### src/rtl/carfield_apb_demux_pkg.sv
// carfield_apb_demux_pkg: shared types, state codes and default target map for the peripheral APB demux.
package carfield_apb_demux_pkg;
   typedef struct packed {
      logic [31:0] idx;
      logic [31:0] start_addr;
      logic [31:0] end_addr;
   } addr_rule_t;
   localparam logic [1:0] ST_IDLE   = 2'd0;
   localparam logic [1:0] ST_ACCESS = 2'd1;
   localparam logic [1:0] ST_DECERR = 2'd2;
   localparam logic [1:0] ST_ABORT  = 2'd3;
   localparam logic [31:0] ERR_DATA_DEFAULT = 32'hBADCAB1E;
   localparam int unsigned IDX_CAN       = 0;
   localparam int unsigned IDX_STREAMER  = 1;
   localparam int unsigned IDX_TIMER     = 2;
   localparam int unsigned IDX_ADV_TIMER = 3;
   localparam int unsigned IDX_WATCHDOG  = 4;
   localparam int unsigned IDX_HYPERBUS  = 5;
endpackage

### src/rtl/carfield_apb_addr_decoder.sv
// carfield_apb_addr_decoder: matches an address against [start, end) rules; lowest matching index wins.
module carfield_apb_addr_decoder #(
   parameter int unsigned NumTargets = 6,
   parameter int unsigned AddrWidth  = 32,
   parameter int unsigned IdxWidth   = 3
)(
   input  logic [AddrWidth-1:0]            addr,
   input  logic [NumTargets*AddrWidth-1:0] rule_start,
   input  logic [NumTargets*AddrWidth-1:0] rule_end,
   input  logic [NumTargets-1:0]           rule_en,
   output logic [IdxWidth-1:0]             idx,
   output logic                            hit
);
   // Scan from the top down so the lowest matching index is written last.
   always_comb begin
      idx = '0;
      hit = 1'b0;
      for (int i = NumTargets - 1; i >= 0; i--)
         if (rule_en[i] && addr >= rule_start[i*AddrWidth +: AddrWidth] &&
             addr < rule_end[i*AddrWidth +: AddrWidth]) begin
            idx = IdxWidth'(i);
            hit = 1'b1;
         end
   end
endmodule

### src/rtl/carfield_apb_periph_demux.sv
// carfield_apb_periph_demux: APB 1-to-N demux with runtime address rules, decode-error and timeout responses,
// and sticky first-error status.
module carfield_apb_periph_demux
   import carfield_apb_demux_pkg::*;
#(
   parameter int unsigned          NumTargets    = 6,
   parameter int unsigned          AddrWidth     = 32,
   parameter int unsigned          DataWidth     = 32,
   parameter int unsigned          TimeoutCycles = 1024,
   parameter logic [DataWidth-1:0] ErrData       = DataWidth'(ERR_DATA_DEFAULT)
)(
   input  logic                            clk_i,
   input  logic                            rst_ni,
   input  logic [AddrWidth-1:0]            s_paddr_i,
   input  logic                            s_pwrite_i,
   input  logic [DataWidth-1:0]            s_pwdata_i,
   input  logic [DataWidth/8-1:0]          s_pstrb_i,
   input  logic [2:0]                      s_pprot_i,
   input  logic                            s_psel_i,
   input  logic                            s_penable_i,
   output logic [DataWidth-1:0]            s_prdata_o,
   output logic                            s_pready_o,
   output logic                            s_pslverr_o,
   output logic [AddrWidth-1:0]            m_paddr_o,
   output logic                            m_pwrite_o,
   output logic [DataWidth-1:0]            m_pwdata_o,
   output logic [DataWidth/8-1:0]          m_pstrb_o,
   output logic [2:0]                      m_pprot_o,
   output logic [NumTargets-1:0]           m_psel_o,
   output logic                            m_penable_o,
   input  logic [NumTargets*DataWidth-1:0] m_prdata_i,
   input  logic [NumTargets-1:0]           m_pready_i,
   input  logic [NumTargets-1:0]           m_pslverr_i,
   input  logic [NumTargets*AddrWidth-1:0] rule_start_i,
   input  logic [NumTargets*AddrWidth-1:0] rule_end_i,
   input  logic [NumTargets-1:0]           rule_en_i,
   output logic                            err_valid_o,
   output logic                            err_timeout_o,
   output logic [AddrWidth-1:0]            err_addr_o,
   input  logic                            err_clear_i
);
   localparam int unsigned IdxWidth = NumTargets > 1 ? $clog2(NumTargets) : 1;
   localparam int unsigned CntWidth = $clog2(TimeoutCycles + 1);
   logic [1:0]            state_q, state_d;
   logic [IdxWidth-1:0]   idx_q, dec_idx;
   logic                  dec_hit, setup, timeout;
   logic [CntWidth-1:0]   cnt_q;
   logic [NumTargets-1:0] sel;
   logic                  pen, rdy, slverr, err_set, err_kind;
   logic [DataWidth-1:0]  rdata;
   assign m_paddr_o  = s_paddr_i;
   assign m_pwrite_o = s_pwrite_i;
   assign m_pwdata_o = s_pwdata_i;
   assign m_pstrb_o  = s_pstrb_i;
   assign m_pprot_o  = s_pprot_i;
   assign setup      = s_psel_i & ~s_penable_i;
   assign timeout    = cnt_q == CntWidth'(TimeoutCycles - 1);
   carfield_apb_addr_decoder #(
      .NumTargets(NumTargets),
      .AddrWidth (AddrWidth),
      .IdxWidth  (IdxWidth)
   ) i_decoder (
      .addr      (s_paddr_i),
      .rule_start(rule_start_i),
      .rule_end  (rule_end_i),
      .rule_en   (rule_en_i),
      .idx       (dec_idx),
      .hit       (dec_hit)
   );
   always_comb begin
      state_d  = state_q;
      sel      = '0;
      pen      = 1'b0;
      rdy      = 1'b0;
      slverr   = 1'b0;
      rdata    = '0;
      err_set  = 1'b0;
      err_kind = 1'b0;
      case (state_q)
         ST_IDLE: if (setup) begin
            sel[dec_idx] = dec_hit;
            state_d      = dec_hit ? ST_ACCESS : ST_DECERR;
            err_set      = ~dec_hit;
         end
         ST_ACCESS: if (!s_psel_i) state_d = ST_IDLE;
         else begin
            sel[idx_q] = 1'b1;
            pen        = s_penable_i;
            if (s_penable_i && m_pready_i[idx_q]) begin
               rdy     = 1'b1;
               slverr  = m_pslverr_i[idx_q];
               rdata   = m_prdata_i[idx_q*DataWidth +: DataWidth];
               state_d = ST_IDLE;
            end else if (s_penable_i && timeout) begin
               state_d  = ST_ABORT;
               err_set  = 1'b1;
               err_kind = 1'b1;
            end
         end
         default: begin
            state_d = ST_IDLE;
            rdy     = s_psel_i & s_penable_i;
            slverr  = s_psel_i & s_penable_i;
            rdata   = (s_psel_i & s_penable_i) ? ErrData : '0;
         end
      endcase
   end
   // Reset gates the combinational paths so nothing leaks out while rst_ni is low.
   assign m_psel_o    = rst_ni ? sel : '0;
   assign m_penable_o = rst_ni & pen;
   assign s_pready_o  = rst_ni & rdy;
   assign s_pslverr_o = rst_ni & slverr;
   assign s_prdata_o  = rst_ni ? rdata : '0;
   always_ff @(posedge clk_i or negedge rst_ni) begin
      if (!rst_ni) begin
         state_q       <= ST_IDLE;
         idx_q         <= '0;
         cnt_q         <= '0;
         err_valid_o   <= 1'b0;
         err_timeout_o <= 1'b0;
         err_addr_o    <= '0;
      end else begin
         state_q <= state_d;
         idx_q   <= (state_q == ST_IDLE && setup) ? dec_idx : idx_q;
         cnt_q   <= (state_q == ST_ACCESS && s_penable_i) ? cnt_q + 1'b1 : '0;
         if (err_set && (!err_valid_o || err_clear_i)) begin
            err_valid_o   <= 1'b1;
            err_timeout_o <= err_kind;
            err_addr_o    <= s_paddr_i;
         end else if (err_clear_i) begin
            err_valid_o   <= 1'b0;
            err_timeout_o <= 1'b0;
            err_addr_o    <= '0;
         end
      end
   end
endmodule

### config.mk
export PLATFORM = sky130hd
export DESIGN_NAME = carfield_apb_periph_demux
export DESIGN_NICKNAME = d
export VERILOG_FILES = /design/src/rtl/carfield_apb_demux_pkg.sv /design/src/rtl/carfield_apb_addr_decoder.sv /design/src/rtl/carfield_apb_periph_demux.sv
export SDC_FILE = /design/constraint.sdc
export NUM_CORES = 1
export LEC_CHECK = 0
export BUFFER_PORTS_ARGS = -buffer_cell sky130_fd_sc_hd__buf_2
export CAP_MARGIN = 30
export CORE_AREA = 2 2 321 323
export DETAILED_ROUTE_END_ITERATION = 6
export DIE_AREA = 0 0 323 325
export GPL_ROUTABILITY_DRIVEN = 0
export HOLD_SLACK_MARGIN = 0.08
export PLACE_DENSITY = 0.38
export SLEW_MARGIN = 20
export SYNTH_ARGS = -nofsm -noshare
export SYNTH_HDL_FRONTEND = slang
export SYNTH_SLANG_ARGS = --single-unit
### constraint.sdc
create_clock -name clk_i -period 3.3 [get_ports clk_i]
set_clock_uncertainty 0.05 [all_clocks]
set_input_delay 0.165 -clock clk_i [delete_from_list [all_inputs] [get_ports clk_i]]
set_output_delay 0.165 -clock clk_i [all_outputs]
set_load 0.005 [all_outputs]
; After elaboration in Yosys (flattened, before gate mapping)
; Cells that the tools add are included.
[word_totals]
register_bits = 50
inputBits = 671
output_inout_bits = 147
[op_classes]
bitwise_logic = 8
addsub = 1
reduce_logical = 24
magnitude_cmp = 16
mux = 55
eq_ne = 4
shifts = 1
[op_table]
columns = operator, count
row1 = greater-or-equal comparator 32 bit, 6
row2 = < comparator 32 bit, 6
row3 = two-way mux 32 bit, 6
row4 = indexed part select 192 x 9 -> 32 bit, 1
row5 = case mux 32 bit (2 select lines), 1
row6 = two-way mux 1 bit, 24
row7 = logical AND 1 bit, 19
row8 = two-way mux 3 bit, 6
row9 = two-way mux 6 bit, 3
row10 = case mux 6 bit (2 select lines), 1
row11 = "adder 11 x 1 -> 11 bit, second input constant", 1
row12 = "== test 11 x 10 -> 1 bit, second input constant", 1
row13 = two-way mux 11 bit, 1
row14 = two-way mux 2 bit, 5
row15 = "< comparator 3 x 4 -> 1 bit, second input constant", 2
row16 = bitwise AND 6 bit, 1
row17 = binary-select mux 1 bit (select 3 bit), 2
row18 = demux 1 bit (select 3 bit), 2
row19 = "greater-or-equal comparator 3 x 1 -> 1 bit, second input constant", 2
row20 = case mux 1 bit (2 select lines), 3
row21 = bitwise AND 1 bit, 5
row22 = "inequality test 4 bit, second input constant", 1
row23 = case mux 2 bit (2 select lines), 1
row24 = "== test 2 x 1 -> 1 bit, second input constant", 1
row25 = other kinds (7), 8

; Depth between registers and ports, before layout
; Gate-level depths: netlist (run 1).
[logic_depth]
depth_word = 17
depth_mapped = 12
depth_no_buf = 11

; Modules after synthesis
; From an unflattened synthesis (run 1), not the netlist that was laid out.
[unflattened]
cells_unflattened = 1947
area_unflattened_um2 = 14986.9
[modules_own_cells]
columns = mod, instances, cells_each, area_each_um2
row1 = carfield_apb_addr_decoder, 1, 1330, 9457.8
row2 = carfield_apb_periph_demux, 1, 617, 5529.1

; Worst setup path after synthesis (run 1)
; OpenSTA, ideal clock, no wires.
[synth_timing]
path_kind = in2reg
startpoint = in s_paddr_i[0]
endpoint = reg err_addr_o[0]
path_slack_ps = 449
arrival_ps = 2680
required_ps = 3129
cell_stages = 12
path_buffers = 1
setup_time_ps = 121
cell_sequence = inv_1 ha_1 nand2b_4 a2111oi_2 a2111oi_0 o311a_1 a2111oi_4 a2bb2oi_2 nand4_2 a31o_4 buf_6 a22o_1
[synth_between]
elab_chain_cells = 14
[synth_lines]
columns = item, line_no
row1 = from (decl), carfield_apb_periph_demux.sv:14  ; input logic [AddrWidth-1:0] s_paddr_i,
row2 = greater-or-equal comparator 32 bit, carfield_apb_addr_decoder.sv:19  ; if (rule_en[i] && addr >= rule_start[i*AddrWidth +: AddrWidth] &&
row3 = logical AND 1 bit (2 in series), carfield_apb_addr_decoder.sv:19
row4 = two-way mux 1 bit (6 in series), carfield_apb_addr_decoder.sv:19
row5 = inverter 1 bit, carfield_apb_periph_demux.sv:83  ; err_set = ~dec_hit;
row6 = two-way mux 1 bit, carfield_apb_periph_demux.sv:80  ; ST_IDLE: if (setup) begin
row7 = case mux 1 bit (2 select lines), carfield_apb_periph_demux.sv:79  ; case (state_q)
row8 = logical AND 1 bit, carfield_apb_periph_demux.sv:126  ; if (err_set && (!err_valid_o || err_clear_i)) begin
row9 = two-way mux 32 bit or nonzero test 2 bit (tied branches), n/a
row10 = to (signal assigned), carfield_apb_periph_demux.sv:129  ; err_addr_o <= s_paddr_i;
row11 = to (decl), carfield_apb_periph_demux.sv:39  ; output logic [AddrWidth-1:0] err_addr_o,
; Several ways; a longest one is shown, not always the timed one.
; A chain may end at the register's enable or synchronous reset.

; Final worst setup path (run 1)
[layout_timing]
startpoint = in s_paddr_i[0]
endpoint = out m_psel_o[4]
[layout_between]
elab_chain_cells = 17
[layout_lines]
columns = item, line_no
row1 = greater-or-equal comparator 32 bit, carfield_apb_addr_decoder.sv:19
row2 = logical AND 1 bit (2 in series), carfield_apb_addr_decoder.sv:19
row3 = two-way mux 3 bit (6 in series), carfield_apb_addr_decoder.sv:19
row4 = < comparator 3 x 4 -> 1 bit (implied by the code) or greater-or-equal comparator 3 x 1 -> 1 bit (tied branches), carfield_apb_periph_demux.sv:81  ; sel[dec_idx] = dec_hit;
row5 = logical AND 1 bit (implied by the code), carfield_apb_periph_demux.sv:81
row6 = two-way mux 1 bit (implied by the code), carfield_apb_periph_demux.sv:81
row7 = demux 1 bit (select 3 bit), carfield_apb_periph_demux.sv:81
row8 = bitwise AND 6 bit (no source line) *, n/a
row9 = two-way mux 6 bit *, carfield_apb_periph_demux.sv:80
row10 = case mux 6 bit (2 select lines) *, carfield_apb_periph_demux.sv:79
row11 = two-way mux 6 bit *, carfield_apb_periph_demux.sv:109  ; assign m_psel_o = rst_ni ? sel : '0;
row12 = to (decl), carfield_apb_periph_demux.sv:29  ; output logic [NumTargets-1:0] m_psel_o,
; Mark *: on every way between the ends. The rest lies on a longest branch, timed or not.

==> results of run 1 <==
[report_power, final]
part / switching, W / internal (W) / total, W
logic: 0.00177 / 0.00163 / 0.00340
registers: 0.0000800 / 0.000674 / 0.000754
clock network: 0.000293 / 0.000292 / 0.000586
total: 0.00214 / 0.00260 / 0.00474
[repair_timing]
item                                   4_1_cts  5_1_grt
setup endpoints to repair                   42       38
endpoints found under the hold margin       17        0
hold buffers                                 1        0
gates resized for setup                    140       35
buffers inserted                            22        2
pin swaps                                   50       16
cloned                                       5        1
[cell usage after synthesis, drive strengths merged, types with 5 or more instances]
| cell | n |
|---|---|
| dfrtp | 50 |
| xor2 | 5 |
| a31oi | 6 |
| clkbuf | 21 |
| nand4 | 44 |
| a22o | 32 |
| o21a | 8 |
| and4 | 13 |
| nor4 | 10 |
| ha | 379 |
| buf | 85 |
| o21ai | 50 |
| o211ai | 20 |
| a2111oi | 6 |
| mux2 | 20 |
| nor2b | 8 |
| nand2 | 104 |
| nand3 | 33 |
| a211o | 7 |
| a211oi | 21 |
| inv | 391 |
| nor3 | 34 |
| a21oi | 143 |
| a221oi | 29 |
| a21o | 28 |
| nand2b | 14 |
| mux2i | 15 |
| nor2 | 87 |
| mux4 | 33 |
[area by class of cell]
class	instances	share of cell area [%]
clock buffer	5	0.574
timing repair buffer	980	27.6
tap	1368	7.85
antenna	1	0.0115
inverter	392	6.76
clock inverter	3	0.132
sequential	50	5.76
multi-input combinational	1224	51.3
[metal layers]
metal  up-vias  GRT usage (%)  routed length, um  share of wire (%)
li1       7993              -                  -                  -
met1      7571           18.1              34700                 40
met2       515           30.4              45300                 52
met3        75           2.86               5150                5.9
met4        20           2.61               1530                1.8
met5         -              0                133               0.15
[how the worst max path moves through the flow]
stage / slack [ns] / cells after the start / startpoint / to
3_5_place_dp: -0.94 / 14 / s_paddr_i[0] / m_psel_o[4]
4_1_cts: -0.14 / 14 / s_paddr_i[18] / m_psel_o[4]
2_1_floorplan: 0.45 / 12 / s_paddr_i[0] / err_addr_o[0]
6_report: -0.12 / 15 / s_paddr_i[0] / m_psel_o[4]
3_3_place_gp: -1.25 / 13 / s_paddr_i[9] / err_addr_o[18]
5_1_grt: -0.21 / 16 / s_paddr_i[31] / m_psel_o[4]
[cell families after synthesis]
family | count (synthesis) | share of synthesized area, %
flip-flops | 50 | 9.02
adder cells (fa/ha/maj) | 379 | 34.2
XOR/XNOR | 9 | 0.569
buffers and inverters | 498 | 15.6
AO/OA/AOI/OAI | 395 | 19.4
AND/OR/NAND/NOR | 370 | 13.1
multiplexers | 68 | 8.07
[state kept, by name (all words and copies together), names as in the netlist]
| signal | cells |
|---|---|
| cnt_q | 11 |
| err_addr_o | 32 |
| err_timeout_o | 1 |
| err_valid_o | 1 |
| idx_q | 3 |
| state_q | 2 |
[metrics by stage]
| stage | TNS (ns) | setup WS (ns) | util (%) | hold WS, ns |
|---|---|---|---|---|
| after floorplan | 0 | 0.449 | - | -0.181 |
| after global placement | -52.31 | -1.25 | 20.2 | 0.280 |
| after detailed placement | -32.49 | -0.937 | 20.2 | 0.280 |
| after CTS | -0.327 | -0.142 | 21.3 | 0.247 |
| after global routing | -2.13 | -0.207 | 21.5 | 0.262 |
| final | -0.163 | -0.120 | 21.5 | 0.205 |
[critical path, delay by kind of cell]
family,cells,cell delay (ns)
compound gates,6,1.30
fa+ha+maj,1,0.27
buf+inv,5,0.64
simple gates,3,0.80
==> results.md, run 1 <==
* Start-to-end type of the worst setup path: input port to primary output
* Layout filler cell count at 11,500
* Number of cells after detailed placement at 3,985
* Multi-input logic area at 11,200 um2
* CP Launch Type: input port
* Clock transition at the register clock pins on the worst setup and hold paths after CTS at 0.08 ns
* Count of unresolved DRC violations after routing at 0
* Starting density of the core at 13.7%
* Number of rows created at floorplan at 117
* Std-Cell Core Area at 101,000 um2
* Clock Sink Count at 50
* Via-per-instance ratio at 4.02
* RSZ-0062 raised after global routing: true
* Pin count of the biggest net entering global routing at 51
* Die footprint at 105,000 um2
* Count of maximum capacitance violations at 0
* Power density over the cells at 217 nW/um2
* Final-report setup violation count at 2
* Count of flip-flops with a built-in enable after synthesis at 0
* Synth area leader: sky130_fd_sc_hd__ha_1
* Nets@finish at 3,703
* Net count of the mapped netlist at 2,819
* Dominant register cell in the synthesized netlist: sky130_fd_sc_hd__dfrtp_1
* Number of standard cells after synthesis at 1,769
* Total CTS buffers at 5
* Post-detailed-route count of antenna-violating nets at 0
* Worst-path cell chain: buf_6, clkinvlp_4, buf_12, ha_1, nand2b_1, a211o_1, a21oi_2, buf_4, o211ai_1, a21oi_2, o32a_1, nand2_2, or4_4, a21oi_2, buf_2
* Number of detailed-routing iterations run before antenna repair at 5
* Via count of the first global-routing pass at 16,800
* Ratio of final minimum period to clock period at 104%
* Area share of the leading cell type in the synthesized netlist at 34.2%
* Die Y-Extent at 325 um
* Clock root buffer: sky130_fd_sc_hd__clkbuf_16
* Share of synthesized flip-flops with an asynchronous set or reset at 100%
* Critical Path Sink Type: primary output
* Final Hold Viols at 0
* GRT overflow at 0
* Maximum clock path buffer count at 2
* Commonest cells after routing, fill and taps aside: sky130_fd_sc_hd__buf_2 (714), sky130_fd_sc_hd__inv_1 (390), sky130_fd_sc_hd__ha_1 (360), sky130_fd_sc_hd__buf_4 (210), sky130_fd_sc_hd__a21oi_1 (124)
* Skew-Pair Late Insertion Delay at 0.31 ns
* Cell mode on critical path: sky130_fd_sc_hd__a21oi_2
* Wire length of the first global-routing pass at 119,000 um
* Total Wirelength at 86,800 um
* Detail Placement HPWL at 77,600 um
* Arrival @ worst endpoint at 3.21 ns
* Outcome: finished, violations left
* CTS tree: yes
* Hold_sp: err_clear_i
* Non-filler cells in the finished layout at 4,023
* Layout overhead on the synthesized area at 57.3%
* Worst Hold Class: input port to flip-flop
* Leading cell type in the layout, fill and taps excluded: sky130_fd_sc_hd__buf_2
* Req. time, crit path at 3.08 ns
* Total area of sequential cells at 1260 um2
* Period minus WS final at 3.42 ns
* Ports at 818
* Port-buffer cells at 737
* Total power of the final layout at 0.00474 W
* GRT Total Usage at 15.8%
* Total leakage power at 12.0 nW
* Total number of vias at 16,200
* Setup slack of the critical path after layout at -0.120 ns
* Worst Reg2Reg Path Length in Cells at 9
* Relative slew slack at 25.2%
* Worst flop-to-flop path endpoint: err_addr_o[28]
* Number of pins with negative max-slew slack in the final report at 0
* Maximum net fanout on the critical path at 3
* Yosys reg bits at 50
* Violated checks: setup timing
* Achievable Freq at 292 MHz
* Syn_area_per_cell at 7.84 um2
* Post-placement cell area at 20,500 um2
* Layout cells sized above 1 at 43.2%
* Final routed wire length divided by cell count at 21.6 um
* Slew at the pin with the worst max-slew slack at 1.11 ns
* Endpoint, Worst Hold: err_timeout_o
* Post-synthesis instance area at 13,900 um2
* Die boundary width at 323 um
* Max IR drop VDD at 287 uV
* Iter 0 DRT Violations at 547
* Reg-to-Reg Start: idx_q[2]
* YS warnings at 0
* H-Tree Depth at 2
* Cell with the largest stage delay on the worst path: sky130_fd_sc_hd__or4_4
* Register area share after synthesis at 9.02%
* Most area-consuming cells after synthesis: sky130_fd_sc_hd__ha_1 (34%), sky130_fd_sc_hd__inv_1 (11%), sky130_fd_sc_hd__dfrtp_1 (9.0%)
* Antenna violations before repair at 18
* Hold path depth at 3
* Slack of the worst reg-to-reg path at 0.30 ns
* Cell area after layout at 21,800 um2
* Peak per-stage delay on the critical path at 0.56 ns
* Number of distinct library cell variants in the gate-level netlist after synthesis at 76
(Power assumes the default switching activity.)
==> run 2, diff against run 1 <==
--- a/config.mk
+++ b/config.mk
@@ -5,6 +5,7 @@
 export SDC_FILE = /design/constraint.sdc
 export NUM_CORES = 1
 export LEC_CHECK = 0
+export ABC_CLOCK_PERIOD_IN_PS = 4220
 export BUFFER_PORTS_ARGS = -buffer_cell sky130_fd_sc_hd__buf_2
 export CAP_MARGIN = 30
 export CORE_AREA = 2 2 321 323
==> constraint.sdc (replaced) <==
create_clock -name clk_i -period 4.22 [get_ports clk_i]
set_clock_uncertainty 0.05 [all_clocks]
set_input_delay 0.211 -clock clk_i [delete_from_list [all_inputs] [get_ports clk_i]]
set_output_delay 0.211 -clock clk_i [all_outputs]
set_load 0.005 [all_outputs]
==> results.md, run 2 (same netlist as run 1, synthesis figures left out) <==
* Outcome: completed
* Number of pins with negative max-slew slack in the final report at 0 (unchanged)
* Ratio of final minimum period to clock period at 95.9%
* Period minus WS final at 4.05 ns
* Arrival @ worst endpoint at 3.79 ns (+0.58 ns)
* Skew-Pair Late Insertion Delay at 0.31 ns (about the same)
* Non-filler cells in the finished layout at 3,879 (-3.6%)
* Maximum net fanout on the critical path at 5 (+2)
* Slack of the worst reg-to-reg path at 1.42 ns (+1.12 ns)
* GRT overflow at 0 (unchanged)
* Nets@finish at 3,542 (-4.3%)
* Achievable Freq at 247 MHz
* Clock root buffer: sky130_fd_sc_hd__clkbuf_16
* Final routed wire length divided by cell count at 21.6 um (about the same)
* Number of detailed-routing iterations run before antenna repair at 4 (-1)
* Number of cells after detailed placement at 3,848 (-3.4%)
* Commonest cells after routing, fill and taps aside: sky130_fd_sc_hd__buf_2 (737), sky130_fd_sc_hd__inv_1 (390), sky130_fd_sc_hd__ha_1 (379), sky130_fd_sc_hd__a21oi_1 (139), sky130_fd_sc_hd__nand2_1 (104)
* Slew at the pin with the worst max-slew slack at 0.904 ns (-0.203 ns)
* Setup TNS after final layout at 0 ns (+0.163 ns)
* Via count of the first global-routing pass at 16,500 (-2.0%)
* Reg-to-Reg Start: idx_q[2]
* Worst flop-to-flop path endpoint: err_addr_o[26]
* Crit path from: s_paddr_i[0]
* Total Wirelength at 83,700 um (-3.6%)
* Iter 0 DRT Violations at 592 (+8.2%)
* Layout cells sized above 1 at 36.8% (-6.4 points)
* Count of maximum capacitance violations at 0 (unchanged)
* Layout overhead on the synthesized area at 40.8%
* Worst Hold Class: input port to async pin
* Total number of vias at 15,600 (-3.8%)
* Starting density of the core at 13.7% (unchanged)
* Largest registers: err_addr_o (32), cnt_q (11), idx_q (3)
* Count of unresolved DRC violations after routing at 0 (unchanged)
* Req. time, crit path at 3.96 ns (+0.88 ns)
* Total power of the final layout at 0.00336 W (-29%)
* Std-Cell Core Area at 101,000 um2 (unchanged)
* Die Y-Extent at 325 um (unchanged)
* Number of rows created at floorplan at 117 (unchanged)
* Number of flip-flops under the largest register name at 32 (unchanged)
* Wire length of the first global-routing pass at 115,000 um (-3.6%)
* Total leakage power at 11.0 nW (-8.5%)
* Hold Worst Slack at 0.0330 ns (-0.172 ns)
* CTS tree: yes
* Start-to-end type of the worst setup path: input port to primary output
* Leading cell type in the layout, fill and taps excluded: sky130_fd_sc_hd__buf_2
* Clock Sink Count at 50 (unchanged)
* Layout filler cell count at 11,700 (+1.7%)
* Antenna violations before repair at 35 (+17)
* Total CTS buffers at 5 (unchanged)
* Port-buffer cells at 737 (unchanged)
* Fraction of the core area covered by cells at the end of the flow at 19.3% (-2.3 points)
* Final Hold Viols at 0 (unchanged)
* Relative slew slack at 39.7% (+15 points)
* Die boundary width at 323 um (unchanged)
* Post-detailed-route count of antenna-violating nets at 0 (unchanged)
* Worst Reg2Reg Path Length in Cells at 9 (unchanged)
* H-Tree Depth at 2 (unchanged)
* Final-report setup violation count at 0 (-2)
* Pin count of the biggest net entering global routing at 72 (+41%)
* Max IR drop VDD at 190 uV (-34%)
* CP Launch Type: input port
* GRT Total Usage at 15.4% (-0.45 points)
* Maximum clock path buffer count at 2 (unchanged)
* Ports at 818 (unchanged)
* Via-per-instance ratio at 4.01 (-0.22%)
* Clock transition at the register clock pins on the worst setup and hold paths after CTS at 0.08 ns (about the same)
* Critical path endpoint: m_psel_o[5]
* Power density over the cells at 172 nW/um2 (-21%)
* Register bank with the most flops: err_addr_o
* Detail Placement HPWL at 75,900 um (-2.1%)
* Critical Path Sink Type: primary output
* Die footprint at 105,000 um2 (unchanged)
## run 2: cell type report
| class | count | area [um2] | share of cell area [%] |
|---|---|---|---|
| Timing Repair Buffer | 822 | 4360 | 22.4 |
| Sequential cell | 50 | 1260 | 6.44 |
| Tap cell | 1368 | 1710 | 8.77 |
| Clock buffer | 5 | 125 | 0.641 |
| Inverter | 392 | 1480 | 7.56 |
| Multi-Input combinational cell | 1221 | 10500 | 53.9 |
| Clock inverter | 3 | 26.3 | 0.135 |
| Antenna cell | 18 | 45.0 | 0.231 |
## run 2: worst min-delay path by stage
stage,slack [ns],start,endpoint,cells after the start
after global placement,0.37,s_pstrb_i[3],m_pstrb_o[3],0
after CTS,0.1,rst_ni,err_addr_o[31],2
after detailed placement,0.37,s_pstrb_i[3],m_pstrb_o[3],0
after global routing,0.11,rst_ni,err_addr_o[31],2
final,0.03,rst_ni,err_addr_o[31],2
after floorplan,-0.13,rst_ni,cnt_q[0],0
## run 2: routing by layer
metal	vias up	share of wire, %	GRT usage, %	wire [um]
li1	7670	-	-	-
met1	7241	39	17.2	32800
met2	527	50	28.2	42300
met3	100	6.9	3.47	5810
met4	22	3.2	5.69	2680
met5	-	0.18	0	148
## run 2: through the flow
| step | area (um2) | setup WS (ns) |
|---|---|---|
| floorplan | 13900 | 1.31 |
| global placement | 19200 | -0.672 |
| detailed placement | 19200 | -0.165 |
| CTS | 19400 | 0.00361 |
| global route | 19500 | -0.0346 |
| finish | 19500 | 0.172 |
## run 2: repair_timing
item / 4_1_cts / 5_1_grt
setup endpoints to repair: 2 / 4
resized for setup: 5 / 7
hold buffers: 0 / 0
buffers inserted: 0 / 5
pin swaps: 0 / 4
## run 2: worst max-delay path, stage by stage
cell	delay (ns)
sky130_fd_sc_hd__buf_2	0.11
sky130_fd_sc_hd__clkinvlp_4	0.13
sky130_fd_sc_hd__buf_12	0.16
sky130_fd_sc_hd__ha_1	0.26
sky130_fd_sc_hd__nand2b_1	0.12
sky130_fd_sc_hd__a2111oi_2	0.07
sky130_fd_sc_hd__o41ai_1	0.72
sky130_fd_sc_hd__a211o_1	0.35
sky130_fd_sc_hd__a41o_2	0.39
sky130_fd_sc_hd__buf_4	0.17
sky130_fd_sc_hd__o211ai_1	0.08
sky130_fd_sc_hd__a21oi_1	0.30
sky130_fd_sc_hd__nand4_1	0.31
sky130_fd_sc_hd__a21oi_2	0.24
sky130_fd_sc_hd__buf_2	0.15
## run 2: report_power, final
| part | internal [W] | switching (W) | leakage, nW |
|---|---|---|---|
| Clock | 0.000226 | 0.000216 | 0.0749 |
| Combinational | 0.00105 | 0.00129 | 10.3 |
| Sequential | 0.000527 | 0.0000469 | 0.681 |
==> run 3, diff against run 2 <==
--- a/config.mk
+++ b/config.mk
@@ -5,7 +5,7 @@
 export SDC_FILE = /design/constraint.sdc
 export NUM_CORES = 1
 export LEC_CHECK = 0
-export ABC_CLOCK_PERIOD_IN_PS = 4220
+export ABC_CLOCK_PERIOD_IN_PS = 5150
 export BUFFER_PORTS_ARGS = -buffer_cell sky130_fd_sc_hd__buf_2
 export CAP_MARGIN = 30
 export CORE_AREA = 2 2 321 323
==> constraint.sdc (replaced) <==
create_clock -name clk_i -period 5.15 [get_ports clk_i]
set_clock_uncertainty 0.05 [all_clocks]
set_input_delay 0.2575 -clock clk_i [delete_from_list [all_inputs] [get_ports clk_i]]
set_output_delay 0.2575 -clock clk_i [all_outputs]
set_load 0.005 [all_outputs]
==> results.md, run 3 (same netlist as run 1, synthesis figures left out) <==
* Maximum net fanout on the critical path at 8 (+3)
* GRT overflow at 0 (unchanged)
* Via count of the first global-routing pass at 15,800 (-4.4%)
* GRT Total Usage at 15.3% (-0.085 points)
* Final routed wire length divided by cell count at 21.8 um (+1.2%)
* Layout cells sized above 1 at 35.3% (-1.5 points)
* Relative slew slack at 44.1% (+4.4 points)
* Count of maximum capacitance violations at 0 (unchanged)
* Total CTS buffers at 5 (unchanged)
* Metal-1 WL at 33,800 um (+3.1%)
* Layout filler cell count at 11,600 (-0.20%)
* Count of unresolved DRC violations after routing at 0 (unchanged)
* Slew at the pin with the worst max-slew slack at 0.833 ns (-0.0707 ns)
* Setup slack of the critical path after layout at 0.663 ns (+0.490 ns)
* Number of rows created at floorplan at 117 (unchanged)
* Number of detailed-routing iterations run before antenna repair at 5 (+1)
* Period minus WS final at 4.49 ns
* Maximum clock path buffer count at 2 (unchanged)
* Number of flip-flops under the largest register name at 32 (unchanged)
* Nets@finish at 3,494 (-1.4%)
* Clock Sink Count at 50 (unchanged)
* Post-CTS Resized at 0 (-5)
* Register bank with the most flops: err_addr_o
* Pin count of the biggest net entering global routing at 51 (-29%)
* Clock transition at the register clock pins on the worst setup and hold paths after CTS at 0.08 ns (about the same)
* Setup TNS after final layout at 0 ns (unchanged)
* Antenna violations before repair at 24 (-31%)
* Std-Cell Core Area at 101,000 um2 (unchanged)
* Worst Hold Class: input port to async pin
* Die footprint at 105,000 um2 (unchanged)
* Layout overhead on the synthesized area at 37.6%
* Req. time, crit path at 4.84 ns (+0.88 ns)
* Largest registers: err_addr_o (32), cnt_q (11), idx_q (3)
* Starting density of the core at 13.7% (unchanged)
* Achievable Freq at 223 MHz
* Post-CTS setup-driven buffer insertion count at 0 (unchanged)
* Ratio of final minimum period to clock period at 87.1%
* Arrival @ worst endpoint at 4.18 ns (+0.39 ns)
* Total Wirelength at 83,400 um (-0.43%)
* Total leakage power at 10.8 nW (-2.2%)
* Number of pins with negative max-slew slack in the final report at 0 (unchanged)
* Final Hold Viols at 0 (unchanged)
* Clock root buffer: sky130_fd_sc_hd__clkbuf_16
* Hold Worst Slack at 0.101 ns (+0.0678 ns)
* Die boundary width at 323 um (unchanged)
* Total length of routed met3 wires at 5630 um (-3.2%)
* Uppermost signal routing layer after detailed routing: met5
* Fraction of the core area covered by cells at the end of the flow at 18.8% (-0.44 points)
* Port-buffer cells at 737 (unchanged)
* Amount of wire on met2 after detailed routing at 42,100 um (-0.47%)
* Wire length of the first global-routing pass at 114,000 um (-0.37%)
* Outcome: completed
* Via-per-instance ratio at 4.00 (-0.37%)
* Critical Path Sink Type: primary output
* Pre-CTS WS at 0.382 ns (+0.547 ns)
* Iter 0 DRT Violations at 533 (-10%)
* CTS tree: yes
* Post-detailed-route count of antenna-violating nets at 0 (unchanged)
* Start-to-end type of the worst setup path: input port to primary output
* Leading cell type in the layout, fill and taps excluded: sky130_fd_sc_hd__buf_2
* Ports at 818 (unchanged)
* Final-report setup violation count at 0 (unchanged)
* Total number of vias at 15,300 (-2.0%)
* Skew-Pair Late Insertion Delay at 0.31 ns (about the same)
* Cell area after layout at 19,100 um2 (-2.3%)
* Max IR drop VDD at 130 uV (-32%)
* Post-placement cell area at 18,900 um2 (-1.6%)
* RSZ-0062 raised after global routing: false
* Detail Placement HPWL at 73,600 um (-3.1%)
* CP Launch Type: input port
* Number of buffers inserted for hold repair after clock tree synthesis at 0 (unchanged)
* H-Tree Depth at 2 (unchanged)
* Die Y-Extent at 325 um (unchanged)
* Power density over the cells at 142 nW/um2 (-17%)
* Commonest cells after routing, fill and taps aside: sky130_fd_sc_hd__buf_2 (737), sky130_fd_sc_hd__inv_1 (391), sky130_fd_sc_hd__ha_1 (379), sky130_fd_sc_hd__a21oi_1 (141), sky130_fd_sc_hd__nand2_1 (104)
[run 3: power by group]
group / switching [W] / internal [W]
clock: 0.000184 / 0.000187
sequential: 0.0000807 / 0.000431
combinational: 0.00101 / 0.000823
total: 0.00127 / 0.00144
[run 3: area by class of cell]
cell class,instances,area [um2],share of cell area (%)
clock inverters,3,28.8,0.151
repair buffers,774,3980,20.9
clock buffers,5,125,0.656
flip-flops and latches,50,1260,6.59
well taps,1368,1710,8.97
diodes,3,7.51,0.0394
inverters,392,1470,7.71
multi-input cells,1221,10500,55.0
[run 3: worst max-delay path, stage by stage]
cell and delay, ns:
sky130_fd_sc_hd__buf_2 0.25, sky130_fd_sc_hd__inv_1 0.25, sky130_fd_sc_hd__ha_1 0.35, sky130_fd_sc_hd__nand2b_1 0.14, sky130_fd_sc_hd__a2111o_1 0.40, sky130_fd_sc_hd__a31oi_1 0.16, sky130_fd_sc_hd__nand2_1 0.23, sky130_fd_sc_hd__a31oi_1 0.52
sky130_fd_sc_hd__o32a_1 0.47, sky130_fd_sc_hd__nand2_1 0.14, sky130_fd_sc_hd__or4_1 0.59, sky130_fd_sc_hd__a21oi_1 0.23, sky130_fd_sc_hd__buf_2 0.17
[run 3: path summary, 6_finish.rpt]
kind,startpoint,to,cells past startpoint,slack [ns]
min in group clk_i,err_clear_i,err_timeout_o,4,0.26
max in group asynchronous,rst_ni,idx_q[0],2,4.40
min reg2reg,cnt_q[0],cnt_q[0],1,0.43
min,rst_ni,err_addr_o[15],2,0.10
max,s_paddr_i[0],m_psel_o[4],13,0.66
max reg2reg,idx_q[2],err_addr_o[26],10,2.02
[run 3: stage by stage]
stage          cells  total power (W)
3_5_place_dp    3804          0.00240
3_3_place_gp    3803          0.00240
6_report        3816          0.00272
4_1_cts         3812          0.00279
5_1_grt         3816          0.00299
2_1_floorplan   1769          0.00155
[run 3: layer usage]
| layer | vias to the layer above | track usage, % |
|---|---|---|
| met5 | - | 0 |
| met4 | 24 | 3.07 |
| met3 | 87 | 3.51 |
| met2 | 514 | 28.5 |
| met1 | 7066 | 17.6 |
| li1 | 7559 | - |
